**src/rtl/instruction_loader_pkg.sv**
```systemverilog
// rtl/instruction_loader_pkg.sv - shared constants and state encoding for the program loader
package instruction_loader_pkg;

  localparam logic [31:0] HALT_WORD      = 32'hFFFF_FFFF;
  localparam int          BYTES_PER_WORD = 4;

  typedef enum logic [2:0] {
    ST_IDLE  = 3'd0,
    ST_RECV  = 3'd1,
    ST_WRITE = 3'd2,
    ST_DONE  = 3'd3,
    ST_ERROR = 3'd4
  } load_state_e;

endpackage

```
**src/rtl/instruction_loader_byte_assembler.sv**
```systemverilog
// rtl/instruction_loader_byte_assembler.sv - packs UART bytes big-endian into instruction words
module instruction_loader_byte_assembler
  import instruction_loader_pkg::*;
#(
  parameter int NB_DATA = 32,
  parameter int NB_BYTE = 8
) (
  input  logic               i_clk,
  input  logic               i_reset,
  input  logic               i_shift,
  input  logic               i_clear,
  input  logic [NB_BYTE-1:0] i_byte,
  output logic [NB_DATA-1:0] o_word,
  output logic               o_word_ready
);

  localparam logic [1:0] LAST_BYTE = 2'(BYTES_PER_WORD - 1);

  // Only the first three bytes need storing; the fourth is taken straight from the input.
  logic [NB_DATA-NB_BYTE-1:0] shift_q;
  logic [1:0]                 count_q;

  assign o_word       = {shift_q, i_byte};
  assign o_word_ready = i_shift && !i_clear && (count_q == LAST_BYTE);

  // Byte counter and shift register; clear wins over shift so a discarded byte never lands.
  always_ff @(posedge i_clk or posedge i_reset) begin
    if (i_reset) begin
      shift_q <= '0;
      count_q <= '0;
    end else if (i_clear) begin
      shift_q <= '0;
      count_q <= '0;
    end else if (i_shift) begin
      shift_q <= o_word[NB_DATA-NB_BYTE-1:0];
      count_q <= count_q + 2'd1;
    end
  end

endmodule

```
**src/rtl/instruction_loader.sv**
```systemverilog
// rtl/instruction_loader.sv - writes UART-received program words into program memory
module instruction_loader
  import instruction_loader_pkg::*;
#(
  parameter int NB_DATA    = 32,
  parameter int NB_ADDRESS = 6,
  parameter int NB_BYTE    = 8
) (
  input  logic                  i_clk,
  input  logic                  i_reset,
  input  logic                  i_start,
  input  logic [NB_BYTE-1:0]    i_rx_data,
  input  logic                  i_rx_valid,
  output logic                  o_wr_en,
  output logic [NB_ADDRESS-1:0] o_wr_addr,
  output logic [NB_DATA-1:0]    o_wr_data,
  output logic                  o_busy,
  output logic                  o_done,
  output logic                  o_overflow
);

  localparam logic [NB_ADDRESS-1:0] ADDR_STEP = NB_ADDRESS'(BYTES_PER_WORD);
  localparam logic [NB_ADDRESS-1:0] LAST_ADDR = {{(NB_ADDRESS-2){1'b1}}, 2'b00};

  load_state_e           state_q, state_d;
  logic [NB_ADDRESS-1:0] addr_q, addr_d;        // address the next completed word goes to
  logic [NB_ADDRESS-1:0] wr_addr_q, wr_addr_d;  // last written address, held for the port
  logic [NB_DATA-1:0]    wr_data_q, wr_data_d;  // last written word, held for the port
  logic                  asm_shift, asm_clear, asm_ready;
  logic [NB_DATA-1:0]    asm_word;

  instruction_loader_byte_assembler #(
    .NB_DATA (NB_DATA),
    .NB_BYTE (NB_BYTE)
  ) u_byte_assembler (
    .i_clk        (i_clk),
    .i_reset      (i_reset),
    .i_shift      (asm_shift),
    .i_clear      (asm_clear),
    .i_byte       (i_rx_data),
    .o_word       (asm_word),
    .o_word_ready (asm_ready)
  );

  assign o_wr_en    = (state_q == ST_WRITE);
  assign o_busy     = (state_q == ST_RECV) || (state_q == ST_WRITE);
  assign o_done     = (state_q == ST_DONE);
  assign o_overflow = (state_q == ST_ERROR);
  assign o_wr_addr  = wr_addr_q;
  assign o_wr_data  = wr_data_q;

  // State, address and held write-port registers.
  always_ff @(posedge i_clk or posedge i_reset) begin
    if (i_reset) begin
      state_q   <= ST_IDLE;
      addr_q    <= '0;
      wr_addr_q <= '0;
      wr_data_q <= '0;
    end else begin
      state_q   <= state_d;
      addr_q    <= addr_d;
      wr_addr_q <= wr_addr_d;
      wr_data_q <= wr_data_d;
    end
  end

  // Next-state logic; bytes are accepted in WRITE too so back-to-back UART bytes are not lost.
  always_comb begin
    state_d   = state_q;
    addr_d    = addr_q;
    wr_addr_d = wr_addr_q;
    wr_data_d = wr_data_q;
    asm_shift = 1'b0;
    asm_clear = 1'b0;
    case (state_q)
      ST_IDLE, ST_DONE, ST_ERROR: begin
        if (i_start) begin
          state_d   = ST_RECV;
          addr_d    = '0;
          asm_clear = 1'b1;
        end
      end
      ST_RECV: begin
        asm_shift = i_rx_valid;
        if (asm_ready) begin
          state_d   = ST_WRITE;
          wr_addr_d = addr_q;
          wr_data_d = asm_word;
        end
      end
      ST_WRITE: begin
        if (wr_data_q == HALT_WORD) begin
          state_d   = ST_DONE;
          asm_clear = 1'b1;
        end else if (wr_addr_q == LAST_ADDR) begin
          state_d   = ST_ERROR;
          asm_clear = 1'b1;
        end else begin
          state_d   = ST_RECV;
          addr_d    = addr_q + ADDR_STEP;
          asm_shift = i_rx_valid;
        end
      end
      default: state_d = ST_IDLE;
    endcase
  end

endmodule

```
**config.mk**
```make
export PLATFORM = sky130hd
export DESIGN_NAME = instruction_loader
export DESIGN_NICKNAME = d
export VERILOG_FILES = /design/src/rtl/instruction_loader_pkg.sv /design/src/rtl/instruction_loader_byte_assembler.sv /design/src/rtl/instruction_loader.sv
export SDC_FILE = /design/constraint.sdc
export NUM_CORES = 1
export LEC_CHECK = 0
export ABC_AREA = 1
export ABC_CLOCK_PERIOD_IN_PS = 2950
export CAP_MARGIN = 20
export CORE_AREA = 2 2 104 106
export DETAILED_ROUTE_END_ITERATION = 10
export DIE_AREA = 0 0 106 108
export PLACE_DENSITY_LB_ADDON = 0.25
export SLEW_MARGIN = 25
export SYNTH_ARGS = -nofsm -noshare
export SYNTH_HDL_FRONTEND = slang
export SYNTH_HIERARCHICAL = 1
export SYNTH_SLANG_ARGS = --single-unit
```
**constraint.sdc**
```tcl
create_clock -name i_clk -period 2.95 [get_ports i_clk]
set_input_delay 0.4425 -clock i_clk [delete_from_list [all_inputs] [get_ports i_clk]]
set_output_delay 0.4425 -clock i_clk [all_outputs]
set_load 0.005 [all_outputs]
```
Yosys cells after proc, flatten, opt, wreduce, memory -nomap -nowiden
Index checks and enable logic that the tools add are counted.
{"block": "word_totals", "register_bits": 73, "latch_bits": 0, "ram_bits": 0, "romBits": 0, "inputBits": 12, "output_inout_bits": 42, "elab_cells": 50, "memories": 0}
{"block": "classes", "add_sub_neg": 2, "mul": 0, "div": 0, "n_lt_le_gt_ge": 0, "n_eq_ne": 11, "shift": 0, "mux": 20, "bitwise_logic": 0, "n_reduce_logical": 11}
{"cell": "24-bit 2-to-1 mux", "count": 2}
{"cell": "32-bit equality test, second input constant", "count": 1}
{"cell": "6-bit 2-to-1 mux", "count": 3}
{"cell": "3-bit 2-to-1 mux", "count": 4}
{"cell": "6-bit one-hot mux with 2 select lines", "count": 1}
{"cell": "3-bit one-hot mux with 3 select lines", "count": 1}
{"cell": "2-bit != test, second input constant", "count": 4}
{"cell": "6-bit by 3-bit adder with 6-bit output, second input constant", "count": 1}
{"cell": "3-bit by 2-bit equality test with 1-bit output, second input constant", "count": 2}
{"cell": "6-bit equality test, second input constant", "count": 1}
{"cell": "1-bit 2-to-1 mux", "count": 5}
{"cell": "2-bit 2-to-1 mux", "count": 2}
{"cell": "1-bit one-hot mux with 2 select lines", "count": 2}
{"cell": "2-bit AND reduction", "count": 2}
{"cell": "4-bit AND reduction", "count": 1}
{"cell": "2-bit nonzero test", "count": 2}
{"cell": "3-bit by 1-bit equality test with 1-bit output, second input constant", "count": 1}
{"cell": "3-bit equality test, second input constant", "count": 1}
{"cell": "3-bit zero test", "count": 1}
{"cell": "3-bit OR reduction", "count": 1}
{"cell": "2-bit by 1-bit adder with 2-bit output, second input constant", "count": 1}
{"cell": "2-bit equality test, second input constant", "count": 1}
{"cell": "1-bit logical AND", "count": 2}
{"cell": "1-bit zero test", "count": 1}
{"cell": "1-bit logical OR", "count": 1}

Depth between registers and ports, before layout
{"block": "depth", "depth_word": 9, "ltp_mapped": 13}

By module
The synthesis kept the hierarchy.
{"mod": "instruction_loader", "n_inst": 1, "cells_each": 199, "area_each_um2": 2039.5, "seq_area_each_um2": 1076.0}
{"mod": "instruction_loader_byte_assembler", "n_inst": 1, "cells_each": 125, "area_each_um2": 1267.5, "seq_area_each_um2": 650.6}

Least setup slack after synthesis
No wires, ideal clock.
{"block": "synth_timing", "kind": "reg-to-reg", "startpoint": "register state_q[2]", "endpoint": "register wr_addr_q[5] (netlist: o_wr_addr[5])", "t_arrival_ns": 2.230, "required_ns": 2.823, "slack_ns": 0.593, "stages_incl_launch_ff": 11, "path_buffers": 2, "synth_period_minus_slack_ns": 2.357, "cell_sequence": "dfrtp_1 > inv_2 > nand2_1 > nor2_1 > nand3_1 > a21boi_0 > buf_6 > and3_1 > nand4_4 > buf_6 > mux2_1"}
{"element": "from (decl)", "line": "instruction_loader.sv:25", "rtl": "load_state_e state_q, state_d;"}
{"element": "from (signal assigned)", "line": "instruction_loader.sv:60", "rtl": "state_q <= state_d;"}
{"element": "3-bit by 2-bit equality test with 1-bit output"}
{"element": "net o_wr_en", "line": "instruction_loader.sv:14", "rtl": "output logic o_wr_en,"}
{"element": "1-bit one-hot mux with 2 select lines", "line": "instruction_loader.sv:75", "rtl": "case (state_q)"}
{"element": "net asm_shift", "line": "instruction_loader.sv:29", "rtl": "logic asm_shift, asm_clear, asm_ready;"}
{"element": "1-bit logical AND (2 in series)", "line": "instruction_loader_byte_assembler.sv:24", "rtl": "assign o_word_ready = i_shift && !i_clear && (count_q == LAST_BYTE);"}
{"element": "net asm_ready", "line": "instruction_loader.sv:29"}
{"element": "2-bit AND reduction (no source line)"}
{"element": "to (signal assigned)", "line": "instruction_loader.sv:62", "rtl": "wr_addr_q <= wr_addr_d;"}
{"element": "to (decl)", "line": "instruction_loader.sv:27", "rtl": "logic [NB_ADDRESS-1:0] wr_addr_q, wr_addr_d;"}
The timed path passes the listed nets, and every way through them passes these cells.
A chain may end at the register's enable or synchronous reset.

Final worst setup path
{"block": "layout_timing", "startpoint": "register state_q[2]", "endpoint": "register wr_data_q[7] (netlist: o_wr_data[7])"}
{"element": "3-bit by 2-bit equality test with 1-bit output / 3-bit by 1-bit equality test with 1-bit output (equally long branches)", "line": "instruction_loader.sv:75"}
{"element": "1-bit one-hot mux with 2 select lines (*)", "line": "instruction_loader.sv:75"}
{"element": "net asm_shift", "line": "instruction_loader.sv:29"}
{"element": "1-bit logical AND (*) (2 in series)", "line": "instruction_loader_byte_assembler.sv:24"}
{"element": "net asm_ready", "line": "instruction_loader.sv:29"}
{"element": "2-bit AND reduction (no source line) (*)"}
{"element": "to (signal assigned)", "line": "instruction_loader.sv:63", "rtl": "wr_data_q <= wr_data_d;"}
{"element": "to (decl)", "line": "instruction_loader.sv:28", "rtl": "logic [NB_DATA-1:0] wr_data_q, wr_data_d;"}
The timed path passes the listed nets; every way through them passes the cells marked *.

==> results_dict.tcl <==
set metrics [dict create \
    status "completed" \
    grt_pass1_wl_um 12500 \
    dr.first_iter.drc_count 93 \
    dp_hpwl_um 5060 \
    ys_ff_latch 69 \
    antennaDiodeCount 0 \
    cts_tree "yes" \
    grt_max_degree 37 \
    maxSlewViolCount 0 \
    die_x_um 106 \
    start_util_pct 32.3 \
    period_needed_ns 2.68 \
    drc 0 \
    root_buffer "clkbuf_8" \
    crit_slowest_cell "mux2_1" \
    powerDensity_mw_per_mm2 778 \
    min_path_type "flip-flop to flip-flop" \
    skew_ns 0.0104 \
    crit_family "simple AND/OR/NAND/NOR gates" \
    startpoint "state_q[2]$_DFFE_PP0P_" \
    avgRoutedWirePerCell_um 14.8 \
    grt_antenna_before_repair 0 \
    holdWs_ns 0.481 \
    syn_to_final_growth_pct 22.1 \
    clock_latency_ns 0.34 \
    crit_path_end_kind "flip-flop" \
    setup_viol 0 \
    nets 387 \
    final_hold_viol_count 0 \
    cellLeakagePower_nw 1.90 \
    timing.final.crit_share_pct 90.9 \
    drive_gt1_share_pct 21.8 \
    syn_inst 324 \
    synth_edf_count 0 \
    synth.avg_cell_area_um2 10.2 \
    track_usage_pct 13.8 \
    post-place-cells 497 \
    grt_overflow 0 \
    drt-total-wl_um 7590 \
    clkTransAtPathRegs_ns 0.07 \
    crit_fanout 18 \
    setup_tns_ns 0 \
    critPathRequiredTime_ns 3.17 \
    cp.arrival_ns 2.90 \
    rows 37 \
    crit_type "flip-flop to flip-flop" \
    relSlewSlack_pct 51.2 \
    grt_pass1_vias 2439 \
    ant_nets 0 \
    htree_levels 3 \
    hold_start "u_byte_assembler/shift_q[21]$_DFFE_PP0P_" \
    cts_sinks 69 \
    ir_worst_vdd_v 0.000346 \
    core_area_mm2 0.0102 \
    netlist_area_mm2 0.00331 \
    timing.fmax_mhz 373 \
    yosysSeqAreaShare_pct 52.2 \
    stdcell_count 512 \
    yosysWarnings 6 \
    io_buffers 51 \
    clock_path_buffers 2 \
    cpPeakStageDelay_ns 0.45 \
    rsz0062_at_grt "false" \
    cp.buffers_inverters 1 \
    pin_count 54 \
    worst_slew_pin_slew_ns 0.728 \
    postCtsSetupRepairBufs 0 \
    ctsHoldBuffers 0 \
    synth_flop_cell "dfrtp_1" \
    drt_first_pass_iters 4 \
    die-area_mm2 0.0114 \
    gp_congestion 0.742 \
    r2r_start "state_q[2]$_DFFE_PP0P_" \
    die_h_um 108 \
    drv_cap 0 \
    n_fill_cell 1037 \
    vias_per_cell 4.53 \
    path_cells "inv_2 -> nand2_1 -> nor2_1 -> nand3_1 -> a21boi_4 -> and3_1 -> nand4_4 -> mux2_1" \
    synth_async_sr_flop_share_pct 100 \
    via_count 2319 \
    synth.distinct_cells 26 \
    crit_path_start_kind "flip-flop" \
    numCtsBuffers 9 \
]
[through the flow]
| step | setup slack, ns | instance area (um2) | util (%) | power [W] |
|---|---|---|---|---|
| final | 0.268 | 4040 | 39.5 | 0.00314 |
| after global routing | 0.0740 | 4040 | 39.5 | 0.00339 |
| after CTS | 0.134 | 4020 | 39.3 | 0.00317 |
| after detailed placement | 0.144 | 3850 | 37.7 | 0.00249 |
| after global placement | 0.171 | 3850 | 37.7 | 0.00247 |
| after floorplan | 0.593 | 3310 | - | 0.00211 |
[where the power goes]
group	switching (W)	leakage [nW]	internal, W
logic	0.000557	0.871	0.000454
clock network	0.000332	0.0881	0.000340
registers	0.000258	0.945	0.00120
[sequential cells by signal, indices dropped and copies added, names as in the netlist]
name	count
addr_q	4
o_wr_addr	4
o_wr_data	32
state_q	3
u_byte_assembler/count_q	2
u_byte_assembler/shift_q	24
[final cells by class]
class	count	area [um2]	area share (%)
Sequential cell	69	1730	42.8
Timing Repair Buffer	56	548	13.6
Clock inverter	2	10.0	0.248
Tap cell	136	170	4.21
Inverter	13	51.3	1.27
Multi-Input combinational cell	224	1380	34.1
Clock buffer	12	155	3.84
[cell usage in the layout (no fill, tap or decap), types with 2 or more instances in the layout]
master	instances
nand4_1	3
clkinv_2	2
clkdlybuf4s50_1	51
clkbuf_8	11
buf_4	5
nand3_1	11
conb_1	2
dfrtp_1	69
nand3_2	22
nand2_1	106
nand4_4	2
nor2_1	29
mux2_1	2
a21oi_1	2
ha_1	2
mux2_2	34
inv_1	10
[cell families (layout without fill, tap and decap cells)]
group / Yosys count / in the layout / share of synthesized area [%]
flip-flops: 69 / 69 / 52.2
AO/OA/AOI/OAI: 5 / 5 / 0.870
other: 1 / 2 / 0.113
AND/OR/NAND/NOR: 176 / 177 / 26.0
multiplexers: 36 / 36 / 12.3
adder cells (fa/ha/maj): 2 / 2 / 0.757
buffers and inverters: 33 / 83 / 7.23
XOR/XNOR: 2 / 2 / 0.530
[worst paths after layout]
path | endpoint | slack, ns | cells past startpoint
max | o_wr_data[7]$_DFFE_PP0P_ | 0.27 | 8
min | u_byte_assembler/shift_q[21]$_DFFE_PP0P_ | 0.48 | 2
min in group asynchronous | o_wr_data[29]$_DFFE_PP0P_ | 0.49 | 2
min reg2reg | u_byte_assembler/shift_q[21]$_DFFE_PP0P_ | 0.48 | 2
max in group asynchronous | o_wr_data[30]$_DFFE_PP0P_ | 1.87 | 3
max reg2reg | o_wr_data[7]$_DFFE_PP0P_ | 0.27 | 8
[synth_stat cells (2+ instances only)]
cell / n / area share, %
nand3_2: 22 / 6.7
a21oi_1: 2 / 0.30
inv_1: 11 / 1.2
mux2_2: 34 / 12
buf_4: 10 / 2.3
nand2_1: 106 / 12
ha_1: 2 / 0.76
nand3_1: 11 / 1.7
nand4_1: 3 / 0.57
nor2_1: 29 / 3.3
buf_6: 10 / 3.4
dfrtp_1: 69 / 52
mux2_1: 2 / 0.68
[worst register-to-register path: cells and delay by family (launching register included)]
kind / cells / cell delay [ns]
AOI/OAI and AO/OA: 1 / 0.17
muxes: 1 / 0.45
DFF: 1 / 0.37
buffers and inverters: 1 / 0.17
and+or+nand+nor: 5 / 1.41
[repair_timing]
item | 4_1_cts | 5_1_grt
hold endpoints to repair | 0 | 0
resized for setup | 0 | 1
setup endpoints to repair | 0 | 36
[layer usage]
| layer | vias to the layer above | routed length [um] | GRT usage (%) |
|---|---|---|---|
| met5 | - | 0 | 0 |
| met4 | 0 | 23 | 3.10 |
| met3 | 2 | 283 | 4.22 |
| met2 | 41 | 3660 | 23.2 |
| met1 | 1138 | 3620 | 17.8 |
| li1 | 1138 | - | - |
Note: power is estimated with default switching activity, not from simulation.
